### src/rtl/pipeline_elastic_stage.sv
`default_nettype none
// ============================================================================
//  Module      : pipeline_elastic_stage
//  Description : Two-entry elastic pipeline stage (main + skid register).
//                in_ready comes straight from a flop, so there is no
//                combinational path from out_ready back to in_ready.
//  Revision    : 1.0 - initial release
// ============================================================================
module pipeline_elastic_stage #(
    parameter int unsigned DATA_WIDTH     = 32,
    parameter bit          ZERO_ON_BUBBLE = 1'b1
) (
    input  logic                  clk,
    input  logic                  rst_n,
    input  logic                  flush,
    input  logic                  in_valid,
    output logic                  in_ready,
    input  logic [DATA_WIDTH-1:0] in_data,
    output logic                  out_valid,
    input  logic                  out_ready,
    output logic [DATA_WIDTH-1:0] out_data,
    output logic [1:0]            occupancy
);

    // State encoding equals the number of held entries.
    localparam logic [1:0] c_st_empty = 2'd0;
    localparam logic [1:0] c_st_one   = 2'd1;
    localparam logic [1:0] c_st_full  = 2'd2;

    logic [1:0]            r_state;
    logic [1:0]            w_state_nxt;
    logic                  r_in_ready;
    logic [DATA_WIDTH-1:0] r_main;
    logic [DATA_WIDTH-1:0] r_skid;
    logic [DATA_WIDTH-1:0] w_main_nxt;
    logic [DATA_WIDTH-1:0] w_skid_nxt;
    logic                  w_out_valid;
    logic                  w_in_fire;
    logic                  w_out_fire;

    assign w_out_valid = (r_state != c_st_empty);
    assign w_in_fire   = in_valid & r_in_ready;
    assign w_out_fire  = w_out_valid & out_ready;

    // State register: state, registered in_ready and both payload registers.
    always_ff @(posedge clk or negedge rst_n) begin
        if (!rst_n) begin
            r_state    <= c_st_empty;
            r_in_ready <= 1'b1;
            r_main     <= '0;
            r_skid     <= '0;
        end else begin
            r_state    <= w_state_nxt;
            // Precompute next cycle's ready from the next state.
            r_in_ready <= (w_state_nxt != c_st_full);
            r_main     <= w_main_nxt;
            r_skid     <= w_skid_nxt;
        end
    end

    // Next-state and datapath steering from input/output handshakes.
    always_comb begin
        w_state_nxt = r_state;
        w_main_nxt  = r_main;
        w_skid_nxt  = r_skid;
        if (flush) begin
            // Flush wins: any offered payload is dropped, both registers cleared.
            w_state_nxt = c_st_empty;
            w_main_nxt  = '0;
            w_skid_nxt  = '0;
        end else begin
            case (r_state)
                c_st_empty: begin
                    if (w_in_fire) begin
                        w_state_nxt = c_st_one;
                        w_main_nxt  = in_data;
                    end
                end
                c_st_one: begin
                    if (w_in_fire && !w_out_fire) begin
                        w_state_nxt = c_st_full;
                        w_skid_nxt  = in_data;
                    end else if (w_in_fire && w_out_fire) begin
                        w_main_nxt  = in_data;
                    end else if (w_out_fire) begin
                        w_state_nxt = c_st_empty;
                    end
                end
                c_st_full: begin
                    // in_ready is low here, so only the drain case exists.
                    if (w_out_fire) begin
                        w_state_nxt = c_st_one;
                        w_main_nxt  = r_skid;
                    end
                end
                default: begin
                    w_state_nxt = c_st_empty;
                end
            endcase
        end
    end

    // Output decode: handshake signals, occupancy and bubble masking.
    always_comb begin
        in_ready  = r_in_ready;
        out_valid = w_out_valid;
        occupancy = r_state;
        out_data  = r_main;
        if (ZERO_ON_BUBBLE && !w_out_valid) begin
            out_data = '0;
        end
    end

endmodule
`default_nettype wire

### config.mk
export PLATFORM = sky130hd
export DESIGN_NAME = pipeline_elastic_stage
export DESIGN_NICKNAME = d
export VERILOG_FILES = /design/src/rtl/pipeline_elastic_stage.sv
export SDC_FILE = /design/constraint.sdc
export NUM_CORES = 1
export LEC_CHECK = 0
export ABC_AREA = 0
export CAP_MARGIN = 20
export CORE_UTILIZATION = 50
export DETAILED_ROUTE_END_ITERATION = 6
export HOLD_SLACK_MARGIN = 0.03
export PLACE_DENSITY_LB_ADDON = 0.12
export REMOVE_ABC_BUFFERS = 1
export SYNTH_ARGS = -nofsm -noshare
export SYNTH_HDL_FRONTEND = slang
export SYNTH_SLANG_ARGS = --single-unit
export TNS_END_PERCENT = 30
### constraint.sdc
create_clock -name clk -period 1.9 [get_ports clk]
set_input_delay 0.285 -clock clk [delete_from_list [all_inputs] [get_ports clk]]
set_output_delay 0.285 -clock clk [all_outputs]
set_load 0.05 [all_outputs]
### After elaboration in Yosys (flattened, before gate mapping)

Cells that the tools add are included.

* bitwise operators: 2
* muxes and demuxes: 17
* reductions and logical operators: 10
* eq/ne operators: 7

Operator list (count)
* $mux W32: 9
* $pmux W32 S3: 1
* $mux W2: 6
* $ne A3 B3 Y1 const B: 4
* $pmux W2 S3: 1
* $reduce_bool A2 Y1: 3
* $reduce_and A5 Y1: 1
* $reduce_bool A4 Y1: 1
* $and A1 B1 Y1: 2
* $eq A2 B1 Y1 const B: 1
* $eq A2 B2 Y1 const B: 1
* $logic_and A1 B1 Y1: 2
* $logic_not A2 Y1: 1
* $ne A2 B2 Y1 const B: 1
* $reduce_and A2 Y1: 1
* $logic_not A1 Y1: 1

* word-level logic and storage cells: 40
* bits of input ports: 37
* output and inout bits: 36
* register bits after elaboration: 67

### Logic depth before layout (Yosys ltp)

Gate-level depths: netlist of the first run.

* depth in word-level cells: 8
* gate-level depth with buffers: 6
* mapped depth without buffers: 4

### Worst setup path before layout of the first run

OpenSTA, ideal clock, no wires.

* path kind: register to output
* start point: register r_state[1] (netlist: occupancy[1])
* end point: output out_data[10]
* arrival time: 1794 ps
* buffers on the path: 1
* stages on the path, launching flop included: 4
* path slack: -179 ps
* path through: dfrtp_1 > nor2_1 > clkbuf_1 > nor2b_1

* cells in the longest elaborated chain, start to end: 2

RTL lines
* from (decl): RTL line 30 `logic [1:0] r_state;`
* from (signal assigned): RTL line 48 `r_state <= c_st_empty;`
* from (signal assigned): RTL line 53 `r_state <= w_state_nxt;`
* $reduce_bool A2 Y1: RTL line 41 `assign w_out_valid = (r_state != c_st_empty);`
* $mux W32: RTL line 109 `if (ZERO_ON_BUBBLE && !w_out_valid) begin`
* to (decl): RTL line 21 `output logic [DATA_WIDTH-1:0] out_data,`

Every way passes these cells.

### Worst setup path in the final report of the first run

* start point: register r_state[1] (netlist: occupancy[1])
* end point: output out_data[14]

The elaborated chain is that of the path after synthesis.

==> results of run 1 <==
## layout by cell type (no fill, tap or decap), drive strengths merged
cell type      count
a211oi            32
a21oi              2
a22o              32
a2bb2oi            1
buf               50
bufinv             2
clkbuf             9
clkdlybuf4s50     34
clkinv             5
dfrtp             66
dfstp              1
dlygate4sd2        1
dlygate4sd3        1
inv                1
mux2i             32
nand2              1
nand3b             1
nor2              35
nor2b             34
nor3               1
nor3b              1
o2bb2ai            1
or3                1
xor2               1
## cells by family (layout without fill, tap and decap cells)
family	after synthesis	after routing	synth area share
compound gates	68	68	0.2175
xor+xnor	1	1	0.002695
buf+inv	24	103	0.04619
flops	67	67	0.5162
mux	32	32	0.09854
simple gates	74	74	0.1189
## power by group
group	internal (mW)	switching, mW	total (mW)
combinational	0.286	0.424	0.711
clock	0.736	0.559	1.30
sequential	1.51	0.0448	1.55
total	2.53	1.03	3.56
## synthesized netlist by cell type
library cell  number
buf_1              1
or3_1              1
nor3_1             1
nor2b_1           33
a2bb2oi_1          1
mux2i_1           32
buf_2              6
nor2b_4            1
nand2_1            1
nand3b_1           1
o2bb2ai_4          1
buf_6              4
inv_1              1
nor3b_2            1
buf_4              6
dfrtp_1           66
a211oi_2          28
a22o_1            32
nor2_1            35
dfstp_2            1
xor2_1             1
a21oi_1            2
clkbuf_1           6
a211oi_1           4
## flip-flops by register name (all words and copies together), names as in the netlist
register / count
in_ready: 1
occupancy: 2
r_skid: 32
r_main: 32
## metrics by stage
stage,cell area [um2],std cells
3_3_place_gp,4011,405
3_5_place_dp,4011,405
5_1_grt,4237,422
6_report,4237,422
4_1_cts,4237,422
2_1_floorplan,3104,243
## area by class of cell
cell class,count,share of cell area
sequential,67,0.3960
multi-input combinational,175,0.3423
timing repair buffer,86,0.1869
clock buffer,9,0.02924
tap,77,0.02274
clock inverter,7,0.02185
inverter,1,0.0008860
## final timing paths
check | endpoint
min in group asynchronous | r_skid[3]
worst max-delay path | out_data[14]
worst min-delay path | r_main[5]
worst min register to register | r_skid[16]
max in group asynchronous | in_ready
worst max register to register | r_skid[15]
## tightest hold or removal path, stage by stage
cell	delay, ns
buf_2	0.16
buf_4	0.26
a211oi_2	0.05
## layer usage
| layer | wire length [um] | track usage | up-vias |
|---|---|---|---|
| met2 | 3453 | 0.3711 | 50 |
| met4 | 79 | 0.08448 | 0 |
| met5 | 0 | 0 | - |
| met3 | 297 | 0.04725 | 8 |
| li1 | - | - | 1102 |
| met1 | 3268 | 0.3045 | 1158 |
## timing repair
action                                  in CTS  in global routing
resized for setup                            1                  0
hold buffers                                 1                  0
setup buffers                                0                  0
endpoints found under the setup margin       1                  0
endpoints found under the hold margin       66                  0
==> flow_metrics.env, run 1 <==
export IMPL_rsz0062_at_grt="false"
export IMPL_grt_max_degree=68
export IMPL_fin_util=0.6710
export IMPL_finClkSkew_ns=0.007750
export IMPL_rows=29
export IMPL_finalNetCount=377
export IMPL_drc=0
export IMPL_hold_violations=0
export IMPL_ys_ff_latch=67
export IMPL_critical_path_arrival_ns=1.45
export IMPL_slew_headroom=0.3892
export IMPL_tightest_slew_ns=0.9141
export IMPL_hold_path_class="in2reg"
export IMPL_rr_worst_depth=3
export IMPL_root_buffer="clkbuf_8"
export IMPL_period_share=0.9119
export IMPL_synth_top_area_cell="dfrtp_1"
export IMPL_syn_avg_cell_area_um2=12.22
export IMPL_crit_path_end_kind="output pin"
export IMPL_grt_pass1_wl_mm=11.28
export IMPL_grt_pass1_vias=2272
export IMPL_antenna_left=0
export IMPL_gp_congestion=0.6891
export IMPL_vias=2318
export IMPL_worstPathMaxFanout=33
export IMPL_crit_type="reg2out"
export IMPL_crit_cells=4
export IMPL_syn_to_final_growth_pct=30.33
export IMPL_crit_slowest_cell="dfrtp_1"
export IMPL_vdd_ir_drop_max_mv=0.4997
export IMPL_multiInputGateArea_mm2=0.001450
export IMPL_synth_cell_type_count=24
export IMPL_maxCapViolCount=0
export IMPL_dp_hpwl_mm=4.418
export IMPL_pre_cts_ws_ns=-0.09454
export IMPL_crit_family="flip-flops"
export IMPL_drt_iter0_drc=138
export IMPL_clock_latency_ns=0.34
export IMPL_synth_top_area_frac=0.5081
export IMPL_clkSlewWorstSetupHoldPaths_ns=0.08
export IMPL_reg2reg_from="occupancy[0]"
export IMPL_layout_drive_gt1_share=0.2928
export IMPL_grt_use_total=0.2294
export IMPL_power_leakage_nw=1.839
export IMPL_slew_violations=0
export IMPL_hold_ws_ns=0.4573
export IMPL_clk_path_buf_depth=2
export IMPL_worstSetupStartpointType="register"
export IMPL_seq_area_mm2=0.001678
export IMPL_synthesis_instances=266
export IMPL_die_area_mm2=0.006828
export IMPL_cts_tree="done"
export IMPL_ys_top_cells_by_area="dfrtp_1 51%, a211oi_2 11%, mux2i_1 9.9%"
export IMPL_syn_area_mm2=0.003251
export IMPL_cp_num_buf_inv=2
export IMPL_cts_htree_levels=3
export IMPL_io_pins=73
export IMPL_reg2reg_slack_ns=0.20
export IMPL_grt_antenna_before_repair=0
export IMPL_setup_slack_ns=0.1674
export IMPL_gr_total_overflow=0
export IMPL_die_w_um=82.63
export IMPL_path_cells="nor2_2 -> buf_12 -> nor2b_1 -> buf_4"
export IMPL_seq_area_frac_synth=0.5162
export IMPL_status="completed"
export IMPL_drt_pass1_iter_count=4
export IMPL_vias_per_cell=5.493
export IMPL_crit_path_max_incr_delay_ns=0.44
export IMPL_hold_start="flush"
export IMPL_cp_required_ns=1.62
export IMPL_hold_depth=3
export IMPL_cts_sinks=67
export IMPL_finalPower_mw=3.559
export IMPL_finalSetupTns_ns=0
export IMPL_ys_warn_count=0
export IMPL_die_h_um=82.63
export IMPL_num_antenna_cells=0
export IMPL_period_needed_ns=1.733
export IMPL_numCtsBuffers=9
export IMPL_clock_fmax_mhz=577.2
export IMPL_critPathLaunch="occupancy[1]"
export IMPL_wl_per_cell_um=16.82
export IMPL_core_area_mm2=0.006314
export IMPL_power_density_mw_per_mm2=840.0
export IMPL_fillers=505
export IMPL_drt_total_wl_mm=7.099
export IMPL_initial_core_util=0.5149
export IMPL_finalSetupViolCount=0
export IMPL_port_buffers=72
Power figures use the tool's default switching activity.
==> run 2: changes to the inputs <==
--- a/config.mk
+++ b/config.mk
@@ -7,7 +7,7 @@
 export LEC_CHECK = 0
 export ABC_AREA = 0
 export CAP_MARGIN = 20
-export CORE_UTILIZATION = 50
+export CORE_UTILIZATION = 45
 export DETAILED_ROUTE_END_ITERATION = 6
 export HOLD_SLACK_MARGIN = 0.03
 export PLACE_DENSITY_LB_ADDON = 0.12
==> constraint.sdc (replaced) <==
create_clock -name clk -period 1.4 [get_ports clk]
set_input_delay 0.21 -clock clk [delete_from_list [all_inputs] [get_ports clk]]
set_output_delay 0.21 -clock clk [all_outputs]
set_load 0.05 [all_outputs]
==> run 2 against run 1 <==
Compared with the run above:
- the run now ends with negative setup slack left
- power up 44%
- highest routed layer unchanged
- clock skew fell by 0.0018 ns
- sequential cell count is the same
- core utilization rose by 5.5 points
- wire length increased by 22%
- first-iteration DRC count up 33%
- hold slack worse by 0.14 ns
- sequential power up 36%
- setup slack worse by 0.46 ns
- register-to-register slack worse by 0.47 ns
- critical path depth increased by 2
- final cell count grew 11%
==> flow_metrics.env, run 2 (synthesis gave the netlist of run 1 again) <==
export IMPL_status="finished, violations left"
export IMPL_failed_checks="negative setup slack"
export IMPL_path_cells="buf_6 -> nor2_4 -> buf_12 -> buf_8 -> nor2b_2 -> buf_6"
export IMPL_clkSlewWorstSetupHoldPaths_ns=0.07
export IMPL_cts_htree_levels=3
export IMPL_vias=2526
export IMPL_crit_path_end_kind="output pin"
export IMPL_finalPower_mw=5.135
export IMPL_rr_worst_depth=8
export IMPL_layout_common_cells="66 x dfrtp_1, 39 x buf_6, 34 x clkdlybuf4s50_1"
export IMPL_grt_max_degree=45
export IMPL_grt_use_total=0.2263
export IMPL_dpl_instance_area_mm2=0.004228
export IMPL_finalSetupTns_ns=-22.49
export IMPL_vdd_ir_drop_max_mv=0.5534
export IMPL_cts_sinks=67
export IMPL_syn_to_final_growth_pct=53.43
export IMPL_fillers=495
export IMPL_port_buffers=72
export IMPL_layout_drive_gt1_share=0.4465
export IMPL_period_share=1.206
export IMPL_power_leakage_nw=2.111
export IMPL_finClkSkew_ns=0.005957
export IMPL_drt_total_wl_mm=8.648
export IMPL_gp_congestion=0.7631
export IMPL_dp_cells=439
export IMPL_wl_per_cell_um=18.40
export IMPL_numCtsBuffers=9
export IMPL_tightest_slew_ns=0.5731
export IMPL_clock_fmax_mhz=592.3
export IMPL_stdcell_area_mm2=0.004987
export IMPL_period_needed_ns=1.688
export IMPL_final_common_cell="dfrtp_1"
export IMPL_slew_headroom=0.6171
export IMPL_hold_violations=0
export IMPL_core_area_mm2=0.006869
export IMPL_finalSetupViolCount=100
export IMPL_hold_path_class="in2async"
export IMPL_crit_path_max_incr_delay_ns=0.40
export IMPL_maxCapViolCount=0
export IMPL_finalNetCount=406
export IMPL_power_density_mw_per_mm2=1030
export IMPL_cts_tree="done"
export IMPL_rsz0062_at_grt="true"
export IMPL_grt_pass1_vias=2468
export IMPL_die_w_um=86.99
export IMPL_clock_latency_ns=0.33
export IMPL_root_buffer="clkbuf_8"
export IMPL_crit_slowest_cell="dfrtp_1"
export IMPL_drt_iter0_drc=184
export IMPL_fin_cells=470
export IMPL_worstPathMaxFanout=6
export IMPL_num_antenna_cells=0
export IMPL_gr_total_overflow=0
export IMPL_grt_antenna_before_repair=0
export IMPL_slew_violations=0
export IMPL_cp_required_ns=1.19
export IMPL_antenna_left=0
export IMPL_vias_per_cell=5.374
export IMPL_critical_path_arrival_ns=1.48
export IMPL_initial_core_util=0.4732
export IMPL_die_area_mm2=0.007567
export IMPL_clk_path_buf_depth=2
export IMPL_rows=30
export IMPL_die_h_um=86.99
export IMPL_drt_pass1_iter_count=4
export IMPL_dp_hpwl_mm=4.746
export IMPL_drc=0
export IMPL_hold_ws_ns=0.3135
export IMPL_io_pins=73
export IMPL_cp_common_cell="buf_6"
export IMPL_grt_pass1_wl_mm=12.63
export IMPL_worstSetupStartpointType="register"
export IMPL_setup_slack_ns=-0.2884
export IMPL_crit_type="reg2out"
## run 2: cell count changes in the layout (fill, tap and decap cells not counted), sizes merged
cell,change
buf,+24
clkbuf,+9
clkinv,-5
clkinvlp,+2
a21oi,+1
bufinv,-1
dlygate4sd2,-1
## run 2: where the power goes
group / switching [mW] / internal (mW)
registers: 0.0599 / 2.05
logic: 0.698 / 0.617
clock network: 0.742 / 0.970
total: 1.50 / 3.63
## run 2: routing by layer
metal	track usage	wire length (um)
met2	0.3508	4143
met5	0	0
met1	0.3092	4007
met3	0.04360	400
met4	0.1015	95
## run 2: cell type report
type	instances	area (um2)	share of cell area
Clock buffer	13	168.9	0.03387
Clock inverter	3	45.04	0.009032
Inverter	1	3.754	0.0007526
Multi-Input combinational cell	176	1597	0.3201
Sequential cell	67	1678	0.3364
Tap cell	96	120.1	0.02408
Timing Repair Buffer	114	1375	0.2757
## run 2: critical path, delay by kind of cell (launching register included)
| family | cells | cell delay (ns) |
|---|---|---|
| and+or+nand+nor | 2 | 0.16 |
| DFF | 1 | 0.40 |
| buffers and inverters | 4 | 0.58 |
## run 2: timing repair
item | CTS | global route
resized for setup | 46 | 54
endpoints found under the hold margin | 22 | 0
hold buffers | 1 | 0
gates cloned | 3 | 6
setup buffers | 6 | 3
setup endpoints to repair | 98 | 101
pin swaps | 13 | 28
## run 2: path summary, 6_finish.rpt
| check | to | slack, ns | startpoint |
|---|---|---|---|
| min reg2reg | r_skid[3] | 0.51 | r_skid[3] |
| max reg2reg | r_main[22] | -0.27 | occupancy[0] |
| min | r_main[21] | 0.31 | rst_n |
| min in group clk | r_main[21] | 0.42 | flush |
| max in group asynchronous | r_main[24] | 0.55 | rst_n |
| max | out_data[13] | -0.29 | occupancy[1] |
## run 2: per-stage QoR
| stage | util | setup slack, ns |
|---|---|---|
| detailed placement | 0.6155 | -0.4884 |
| global route | 0.7260 | -0.3357 |
| CTS | 0.6874 | -0.3110 |
| finish | 0.7260 | -0.2884 |
| global placement | 0.6155 | -0.4494 |
| floorplan | - | -2.612 |
